### src/rtl/id_stage.sv
// Instruction-decode stage: register file, control decoder, immediate sign-extender and ID/EX register.
// Optional macro ID_WB_BYPASS_EN forwards same-cycle write-back data into the read ports.
module id_stage #(
  parameter int DW   = 16,
  parameter int NREG = 8
) (
  input  logic          clk,
  input  logic          reset,
  input  logic [DW-1:0] branch_adder_in,
  output logic [DW-1:0] branch_adder_out,
  input  logic [DW-1:0] instin,
  output logic [DW-1:0] instout,
  input  logic [DW-1:0] writedata,
  input  logic          regwrite_in,
  output logic [DW-1:0] rd_data1,
  output logic [DW-1:0] rd_data2,
  output logic [DW-1:0] sign_ext,
  output logic          regdst,
  output logic          regwrite,
  output logic          alusrc,
  output logic          branch,
  output logic          memwrite,
  output logic          memread,
  output logic          memtoreg,
  output logic [1:0]    aluop
);

  localparam int AW = $clog2(NREG);

  logic [DW-1:0] regs_r [NREG];

  logic [2:0]    op_s;
  logic [AW-1:0] rs_s;
  logic [AW-1:0] rt_s;
  logic [AW-1:0] waddr_s;
  logic          wr_en_s;
  logic [DW-1:0] rdata1_s;
  logic [DW-1:0] rdata2_s;
  logic [DW-1:0] sext_s;

  logic          regdst_s;
  logic          regwrite_s;
  logic          alusrc_s;
  logic          branch_s;
  logic          memwrite_s;
  logic          memread_s;
  logic          memtoreg_s;
  logic [1:0]    aluop_s;

  assign op_s    = instin[15:13];
  assign rs_s    = instin[12:10];
  assign rt_s    = instin[9:7];
  assign waddr_s = (op_s == 3'd0) ? instin[6:4] : instin[9:7];
  assign wr_en_s = regwrite_in && (waddr_s != '0);
  assign sext_s  = {{(DW-7){instin[6]}}, instin[6:0]};

  // Register-file read ports, with optional write-before-read forwarding.
  always_comb begin
    rdata1_s = regs_r[rs_s];
    rdata2_s = regs_r[rt_s];
`ifdef ID_WB_BYPASS_EN
    if (wr_en_s && (waddr_s == rs_s)) begin
      rdata1_s = writedata;
    end else begin
      rdata1_s = regs_r[rs_s];
    end
    if (wr_en_s && (waddr_s == rt_s)) begin
      rdata2_s = writedata;
    end else begin
      rdata2_s = regs_r[rt_s];
    end
`else
    if (rs_s == '0) begin
      rdata1_s = '0;
    end else begin
      rdata1_s = regs_r[rs_s];
    end
    if (rt_s == '0) begin
      rdata2_s = '0;
    end else begin
      rdata2_s = regs_r[rt_s];
    end
`endif
  end

  // Main control decoder: each opcode raises only its own bits.
  always_comb begin
    regdst_s   = 1'b0;
    regwrite_s = 1'b0;
    alusrc_s   = 1'b0;
    branch_s   = 1'b0;
    memwrite_s = 1'b0;
    memread_s  = 1'b0;
    memtoreg_s = 1'b0;
    aluop_s    = 2'b00;
    case (op_s)
      3'd0: begin
        regdst_s   = 1'b1;
        regwrite_s = 1'b1;
        aluop_s    = 2'b10;
      end
      3'd1, 3'd2, 3'd3: begin
        alusrc_s   = 1'b1;
        regwrite_s = 1'b1;
        aluop_s    = 2'b11;
      end
      3'd4, 3'd5: begin
        branch_s   = 1'b1;
        aluop_s    = 2'b01;
      end
      3'd6: begin
        alusrc_s   = 1'b1;
        regwrite_s = 1'b1;
        memread_s  = 1'b1;
        memtoreg_s = 1'b1;
        aluop_s    = 2'b00;
      end
      3'd7: begin
        alusrc_s   = 1'b1;
        memwrite_s = 1'b1;
        aluop_s    = 2'b00;
      end
      default: begin
        aluop_s    = 2'b00;
      end
    endcase
  end

  // Register file: reset loads reg[i] = i; reg0 never takes a write.
  always_ff @(posedge clk or negedge reset) begin
    if (!reset) begin
      for (int i = 0; i < NREG; i++) begin
        regs_r[i] <= DW'(i);
      end
    end else if (wr_en_s) begin
      regs_r[waddr_s] <= writedata;
    end
  end

  // ID/EX pipeline register.
  always_ff @(posedge clk or negedge reset) begin
    if (!reset) begin
      branch_adder_out <= '0;
      instout          <= '0;
      rd_data1         <= '0;
      rd_data2         <= '0;
      sign_ext         <= '0;
      regdst           <= 1'b0;
      regwrite         <= 1'b0;
      alusrc           <= 1'b0;
      branch           <= 1'b0;
      memwrite         <= 1'b0;
      memread          <= 1'b0;
      memtoreg         <= 1'b0;
      aluop            <= 2'b00;
    end else begin
      branch_adder_out <= branch_adder_in;
      instout          <= instin;
      rd_data1         <= rdata1_s;
      rd_data2         <= rdata2_s;
      sign_ext         <= sext_s;
      regdst           <= regdst_s;
      regwrite         <= regwrite_s;
      alusrc           <= alusrc_s;
      branch           <= branch_s;
      memwrite         <= memwrite_s;
      memread          <= memread_s;
      memtoreg         <= memtoreg_s;
      aluop            <= aluop_s;
    end
  end

endmodule

### config.mk
export PLATFORM = sky130hd
export DESIGN_NAME = id_stage
export DESIGN_NICKNAME = d
export VERILOG_FILES = /design/src/rtl/id_stage.sv
export SDC_FILE = /design/constraint.sdc
export NUM_CORES = 1
export LEC_CHECK = 0
export ABC_AREA = 1
export CAP_MARGIN = 20
export CORE_AREA = 2 2 135 137
export CTS_BUF_LIST = sky130_fd_sc_hd__clkbuf_4 sky130_fd_sc_hd__clkbuf_8
export DETAILED_ROUTE_END_ITERATION = 16
export DIE_AREA = 0 0 137 139
export PLACE_DENSITY_LB_ADDON = 0.1
export SETUP_SLACK_MARGIN = 0.5
export SLEW_MARGIN = 30
export SYNTH_ARGS = -nofsm -noshare
export SYNTH_HDL_FRONTEND = slang
export SYNTH_SLANG_ARGS = --single-unit
### constraint.sdc
create_clock -name clk -period 2 [get_ports clk]
set_clock_uncertainty 0.15 [all_clocks]
set_input_delay 0.4 -clock clk [delete_from_list [all_inputs] [get_ports clk]]
set_output_delay 0.4 -clock clk [all_outputs]
set_load 0.01 [all_outputs]
==> run summary, run 1 <==
The cell total after placement came out at 1507. The number of cells produced by synthesis came out at 1184. Summing internal, switching and leakage power gives between 10 and 15 mW.

The wire length of the first global-routing pass is 44500 um. For the worst setup path, the data required time is 1.45 ns. The number of antenna violations at the first check in global routing is 0. Data on the critical path arrives at its endpoint at between 1 and 1.5 ns.

The congestion estimate from routability-driven global placement came to 0.850. The CTS H-tree depth came out at 4. The fraction of the cycle the final worst path needs came out at 0.853. The count of antenna diodes in the layout is 0. The die span in x came out at 137 um.

The post-synth design cell area came out at 9510 sq um. Setup repair after global routing could not meet its margin everywhere. Entering global routing, the biggest net connects 53 pins. During placement, the flow inserted port buffers numbering 139. The summed area of non-filler cells in the final layout is 11900 sq um. The number of flops mapped to enable cells by yosys came out at 0. No sink is reached through more buffers than the 2 on the longest clock path. The number of nets in the layout came out at 1372. The top achievable clock speed came out at around 0.6 GHz. The routed wire length is 27900 um. The post-synth net total came out at 1235. STA classifies the critical path endpoint as an output pin. The detail-routed via count per cell came out at 5.59. The headroom to the max-slew limit came out at 0.645. The critical path launch point type is a flop.

The tightest min-delay check is of the in2reg type. Of the post-synthesis cell area, the dominant cell type holds 0.495. The initial core utilization is 0.539. In this run the power density over the cells is roughly 850 nW/um^2.

The number of remaining DRC errors came out at 0. Counting every sink on the clock net gives 200. The shortest clock period the worst path allows after layout came out at 1.71 ns. The count of pins over their slew limit came to 0. After detailed routing, the average wire length per cell comes to 17.9 um. The count of filler cells inserted in the layout came out at 1504. The number of detailed-routing iterations run before antenna repair came out at 6. The share of the Yosys chip area taken by registers is 0.528. By area the synthesized netlist is led by sky130_fd_sc_hd__dfrtp_1 49%, sky130_fd_sc_hd__nand2_1 13%, sky130_fd_sc_hd__nand3_1 7.1%, sky130_fd_sc_hd__o21ai_0 6.4%, sky130_fd_sc_hd__a21oi_1 3.4%. The total placed instance area is 11500 sq um. The run finished with clean final reports. The number of distinct library cells after synthesis came out at 17. The worst hold-check slack came out at 0.0359 ns. Summed over all cells, the static leakage comes to 6.06 nW. The final count of hold timing violations is 0. The insertion delay to the later sink of the worst-skew pair came out at 0.48 ns.

The number of standard cells in the final layout excluding fillers is 1563. By count the netlist is led by 338 x sky130_fd_sc_hd__nand2_1, 188 x sky130_fd_sc_hd__dfrtp_1, 135 x sky130_fd_sc_hd__nand3_1. The count of vias placed by the detailed router is a little under 9000. The die area is 19000 sq um.

The number of synthesized register bits came out at 200. The largest fanout on the critical path came out at 6. Across every metal layer, demand over resource in global routing totals 0.304. The area growth from synthesis to layout is 25.4%. The total of max-cap violations is 0.

The synthesized design spends more area on one cell type than any other, namely sky130_fd_sc_hd__dfrtp_1. The number of placed I/O pins came out at 140. Yosys instantiated no cell more often than sky130_fd_sc_hd__nand2_1.

In this run, the number of DRC markers left after iteration 0 of detailed routing was between 1000 and 1500. Once detail routing completed, the nets flagged for antenna violations numbered 0. The floorplan die height came out at ~140 um.

TritonCTS built the clock tree. After clock tree synthesis, the clock-pin slew on the worst setup and hold paths is 0.10 ns. The standard-cell row count is 49. The setup path with the least slack is of type reg2out. The tree is rooted in a sky130_fd_sc_hd__clkbuf_8.

The total congestion overflow is 0. The proportion of synthesized flip-flops having asynchronous set or reset is 1.00. The placed wire-length estimate after detailed placement is 18200 um.

Each instance of the synthesized netlist takes up on average 8.03 sq um. The final setup violation count is 0. The fraction of final layout cells sized beyond drive strength 1 is 0.209. The number of global-route vias before repair came to 8096. The total number of yosys warnings is 0.

The region available for standard cell placement spans 17700 sq um. In the synthesized netlist the dominant register cell turns out to be sky130_fd_sc_hd__dfrtp_1. For the pin with the worst max-slew slack, the measured transition is 0.531 ns. Counting the buffers created by CTS gives 17. The largest voltage drop on the vdd net came out at 0.496 mV.
-- final timing paths --
path	start	endpoint	slack (ns)	cells after the start
worst min-delay path	instin[13]	instout[13]	0.04	2
worst max-delay path	instout[6]	sign_ext[10]	0.29	2
worst min register to register	regs_r[118]	regs_r[118]	0.25	0
min in group asynchronous	reset	sign_ext[3]	0.24	2
worst max register to register	regs_r[99]	rd_data2[3]	0.62	6
max in group asynchronous	reset	regs_r[18]	0.85	3
-- cell usage in the layout, fill, tap and decap left out --
cell type	count
sky130_fd_sc_hd__dlygate4sd2_1	4
sky130_fd_sc_hd__bufinv_16	1
sky130_fd_sc_hd__nand3_2	22
sky130_fd_sc_hd__inv_1	73
sky130_fd_sc_hd__clkinv_4	3
sky130_fd_sc_hd__buf_2	66
sky130_fd_sc_hd__clkinvlp_4	4
sky130_fd_sc_hd__clkbuf_16	1
sky130_fd_sc_hd__clkdlybuf4s50_1	38
sky130_fd_sc_hd__buf_12	21
sky130_fd_sc_hd__nand3b_1	2
sky130_fd_sc_hd__bufbuf_16	1
sky130_fd_sc_hd__nor2_1	83
sky130_fd_sc_hd__clkinv_2	1
sky130_fd_sc_hd__dfrtp_1	187
sky130_fd_sc_hd__dfstp_2	12
sky130_fd_sc_hd__clkbuf_8	19
sky130_fd_sc_hd__nand3_1	113
sky130_fd_sc_hd__inv_2	1
sky130_fd_sc_hd__nand2_2	14
sky130_fd_sc_hd__dlygate4sd3_1	3
sky130_fd_sc_hd__dfrtp_2	1
sky130_fd_sc_hd__nor2_4	7
sky130_fd_sc_hd__buf_16	3
sky130_fd_sc_hd__o21ai_0	121
sky130_fd_sc_hd__buf_4	54
sky130_fd_sc_hd__clkbuf_4	2
sky130_fd_sc_hd__inv_6	3
sky130_fd_sc_hd__o211ai_1	36
sky130_fd_sc_hd__a21oi_1	65
sky130_fd_sc_hd__clkbuf_2	1
sky130_fd_sc_hd__nand2_1	330
sky130_fd_sc_hd__nand2_4	4
sky130_fd_sc_hd__buf_8	2
sky130_fd_sc_hd__buf_6	36
-- worst max-delay path: stages, from the launching register on --
cell                      delay (ns)
sky130_fd_sc_hd__dfrtp_2        0.43
sky130_fd_sc_hd__buf_6          0.14
sky130_fd_sc_hd__buf_6          0.12
-- routing by layer --
metal  wire (um)  track usage  up-vias
met5           0            0        -
met4         588       0.0857        0
met3        2850       0.0640       49
met2       12800        0.450      503
met1       11700        0.453     4108
li1            -            -     4073
-- cell type report --
class                   count  area (sq um)  area share
multi-input cells         797          3760       0.316
clock buffers              20           263      0.0220
repair buffers            231          2200       0.184
clock inverters            12           118     0.00986
well taps                 229           287      0.0240
inverters                  74           278      0.0233
flip-flops and latches    200          5020       0.421
-- registers in the layout, summed over array words and instances, names as in the netlist --
signal / count
aluop: 2
alusrc: 1
branch: 1
branch_adder_out: 16
instout: 10
memtoreg: 1
memwrite: 1
rd_data1: 16
rd_data2: 16
regdst: 1
regs_r: 128
regwrite: 1
sign_ext: 6
-- cell families after synthesis --
group | count (synthesis) | synth area share
flip-flops | 200 | 0.528
AND/OR/NAND/NOR | 575 | 0.254
AO/OA/AOI/OAI | 222 | 0.126
buffers and inverters | 187 | 0.0925
-- power breakdown --
group          internal, mW  switching (mW)  leakage [nW]  total, mW
Combinational          1.01            1.45          3.41       2.46
Sequential             4.77           0.445          2.47       5.21
Clock                  1.06            1.44         0.183       2.50
-- metrics by stage --
| step | utilization | TNS, ns | worst slack, ns |
|---|---|---|---|
| after floorplan | - | 0 | 0.387 |
| after global placement | 0.649 | -21.14 | -0.220 |
| after detailed placement | 0.649 | -24.13 | -0.250 |
| after CTS | 0.666 | 0 | 0.278 |
| after global routing | 0.675 | 0 | 0.253 |
| final | 0.675 | 0 | 0.294 |
-- what timing repair did --
item,4_1_cts,5_1_grt
endpoints found under the hold margin,51,1
endpoints found under the setup margin,201,199
hold buffers,2,1
gates cloned,3,1
setup buffers,13,4
resized for setup,403,28
pin swaps,10,7
(Power assumes the default switching activity.)
==> run 2, diff against run 1 <==
Settings changed: CTS_BUF_LIST sky130_fd_sc_hd__clkbuf_4 sky130_fd_sc_hd__clkbuf_8 to default, SKIP_CTS_REPAIR_TIMING from default to 1.
==> run 2 against run 1 <==
Hold slack worse by 0.030 ns. Die area stayed put. First-iteration DRC count is 11% higher. Sequential share of layout area barely moved. Critical path depth unchanged. Via count down 1.2%. Critical path type unchanged. Largest cell class unchanged. Largest power group unchanged.
==> run summary, run 2 (synthesis results as in run 1) <==
Setup repair after global routing missed its margin: yes (unchanged). The wire length of the first global-routing pass is 43200 um (was 44500 um). The fraction of the cycle the final worst path needs came out at 0.830 (was 0.853). The maximum number of pins on one net before global-route repair came to 53 (unchanged). The placed wire-length estimate after detailed placement was 18200 um (unchanged). The count of antenna diodes in the layout came out at 0 (unchanged). The total of max-cap violations is 0 (unchanged). The register name with the most flops is regs_r (unchanged). The clock tree from TritonCTS is done (unchanged). The number of detailed-routing iterations run before antenna repair came out at 8 (was 6). The number of standard cells in the final layout excluding fillers is 1550 (was 1563). The post-detailed-route wirelength per cell is 18.0 um (was 17.9 um).

The routed wire length is 28000 um (was 27900 um). The total placed instance area is 11500 sq um (unchanged). The relative area change from synthesis to final layout is 25.4% (about the same). The power after layout was 10.9 mW (was 10.2 mW). The type of the setup path with the least slack is reg2out (unchanged). The summed area of non-filler cells in the final layout came out at 11900 sq um (about the same). The aggregate global-route resource usage is 0.295 (was 0.304).

The largest voltage drop on the vdd net is 0.716 mV (was 0.496 mV). The die span in x came to 137 um (unchanged). The count of pins over their slew limit is 0 (unchanged).

The final count of hold timing violations is 0 (unchanged). The number of buffers added on ports is 139 (unchanged). The initial core utilization came out at 0.539 (unchanged).

The total congestion overflow is 0 (unchanged). CP Cell Sequence: buf_6, buf_6 (unchanged). The flip-flop count of the largest register, all copies and words added is 128 (unchanged). The final weighted congestion in routability-driven placement came out at 0.850 (unchanged). The actual transition at the worst max-transition pin came out at 0.548 ns (was 0.531 ns). The number of global-route vias before repair came to 7903 (was 8096).

The worst endpoint data arrival time is 1.11 ns (was 1.16 ns). The number of DRC markers in iteration 0 is 1123 (was 1014). The number of clock sinks came out at 200 (unchanged). The count of vias placed by the detailed router came to 8630 (was 8733).

Top library cells by usage in the layout, fill and taps aside: 332 x sky130_fd_sc_hd__nand2_1, 187 x sky130_fd_sc_hd__dfrtp_1, 121 x sky130_fd_sc_hd__o21ai_0, 114 x sky130_fd_sc_hd__nand3_1, 83 x sky130_fd_sc_hd__nor2_1 (was 330 x sky130_fd_sc_hd__nand2_1, 187 x sky130_fd_sc_hd__dfrtp_1, 121 x sky130_fd_sc_hd__o21ai_0, 113 x sky130_fd_sc_hd__nand3_1, 83 x sky130_fd_sc_hd__nor2_1). The number of placed I/O pins came out at 140 (unchanged). The static power due to leakage is 6.09 nW (was 6.06 nW). The ratio of total power to cell area came out at 916 nW/um^2 (was 852 nW/um^2). The critical path launch point type is a flop (unchanged).

The maximum root-to-sink buffer count is 2 (unchanged). The clock root buffer is sky130_fd_sc_hd__clkbuf_16 (was sky130_fd_sc_hd__clkbuf_8). The worst hold-check slack is 0.00560 ns (was 0.0359 ns). The cell total after placement came out at 1507 (unchanged). The CTS H-tree depth came out at 4 (unchanged). The slowest stage cell on the critical path is sky130_fd_sc_hd__dfrtp_2 (unchanged). The total clock buffers created by CTS is 17 (unchanged). The largest fanout on the critical path came out at 6 (unchanged).

The clock-pin slew on the worst setup and hold paths came to 0.06 ns (was 0.10 ns). The number of nets in the layout came to 1359 (was 1372). The endpoint type of the worst setup path is an output pin (unchanged).

The count of nets left with antenna violations after detail routing is 0 (unchanged). The core outline area came out at 17700 sq um (unchanged). The final setup violation count is 0 (unchanged). The shortest clock period the worst path allows after layout came out at 1.66 ns (was 1.71 ns). The headroom to the max-slew limit came out at 0.634 (was 0.645).

The type of the most critical hold path was in2reg (unchanged). The standard-cell row count is 49 (unchanged). The fraction of final layout cells sized beyond drive strength 1 is 0.199 (was 0.209). The number of antenna violations at the first check in global routing came to 0 (unchanged). The commonest non-fill, non-tap cell in the layout is sky130_fd_sc_hd__nand2_1 (unchanged). The die area came to 19000 sq um (unchanged).

Result of the run: complete, no violations (unchanged). The top achievable clock speed was 0.602 GHz (was 0.586 GHz). The number of remaining DRC errors came to 0 (unchanged). The insertion delay to the later sink of the worst-skew pair was 0.44 ns (was 0.48 ns). The most common cell type on the critical path is sky130_fd_sc_hd__buf_6 (unchanged). The floorplan die height came to 139 um (unchanged). The detail-routed via count per cell is 5.57 (was 5.59). The worst stage delay on the critical path is 0.41 ns (was 0.43 ns). The data required time of the critical path is 1.45 ns (about the same).
## run 2: changes by cell type in the layout (fill, tap and decap cells not counted), sizes merged
| cell | delta |
|---|---|
| dlymetal6s2s | +5 |
| bufbuf | -1 |
| dlygate4sd2 | -4 |
| buf | -86 |
| clkbuf | +75 |
| dlygate4sd3 | -2 |
## run 2: cell type report
type | instances | area, sq um
inverters | 74 | 280
flip-flops and latches | 200 | 5020
clock buffers | 20 | 447
fillers | 1521 | 5730
well taps | 229 | 287
repair buffers | 218 | 2020
clock inverters | 12 | 118
multi-input cells | 797 | 3760
## run 2: worst paths after layout
| kind | slack (ns) | start | cells after the start | endpoint |
|---|---|---|---|---|
| max in group asynchronous | 0.80 | reset | 3 | regs_r[18] |
| min | 0.006 | instin[8] | 1 | instout[8] |
| max reg2reg | 0.61 | regs_r[34] | 6 | rd_data2[2] |
| max | 0.34 | instout[6] | 2 | sign_ext[10] |
| min reg2reg | 0.25 | regs_r[121] | 0 | regs_r[121] |
| min in group asynchronous | 0.28 | reset | 2 | sign_ext[3] |
## run 2: stage by stage
step | setup WS (ns) | TNS [ns] | util
after CTS | -0.148 | -1.51 | 0.681
after floorplan | 0.387 | 0 | -
after global routing | 0.316 | 0 | 0.676
after global placement | -0.220 | -21.14 | 0.649
after detailed placement | -0.250 | -24.13 | 0.649
final | 0.340 | 0 | 0.676
## run 2: per-layer routing
metal  vias up  track usage  routed length, um
li1       4055            -                  -
met1      4076        0.437              11800
met2       447        0.439              12900
met3        52       0.0603               2670
met4         0       0.0846                591
met5         -            0                  0
## run 2: power breakdown
group / switching, mW / total (mW) / internal (mW) / leakage, nW
Sequential: 0.439 / 5.21 / 4.77 / 2.47
Clock: 1.57 / 3.33 / 1.76 / 0.264
Combinational: 1.44 / 2.39 / 0.948 / 3.36
Total: 3.45 / 10.9 / 7.48 / 6.09
## run 2: worst max-delay path, delay by kind of cell, from the launching register on
family,cells,cell delay (ns)
buffers and inverters,2,0.26
flip-flops,1,0.41
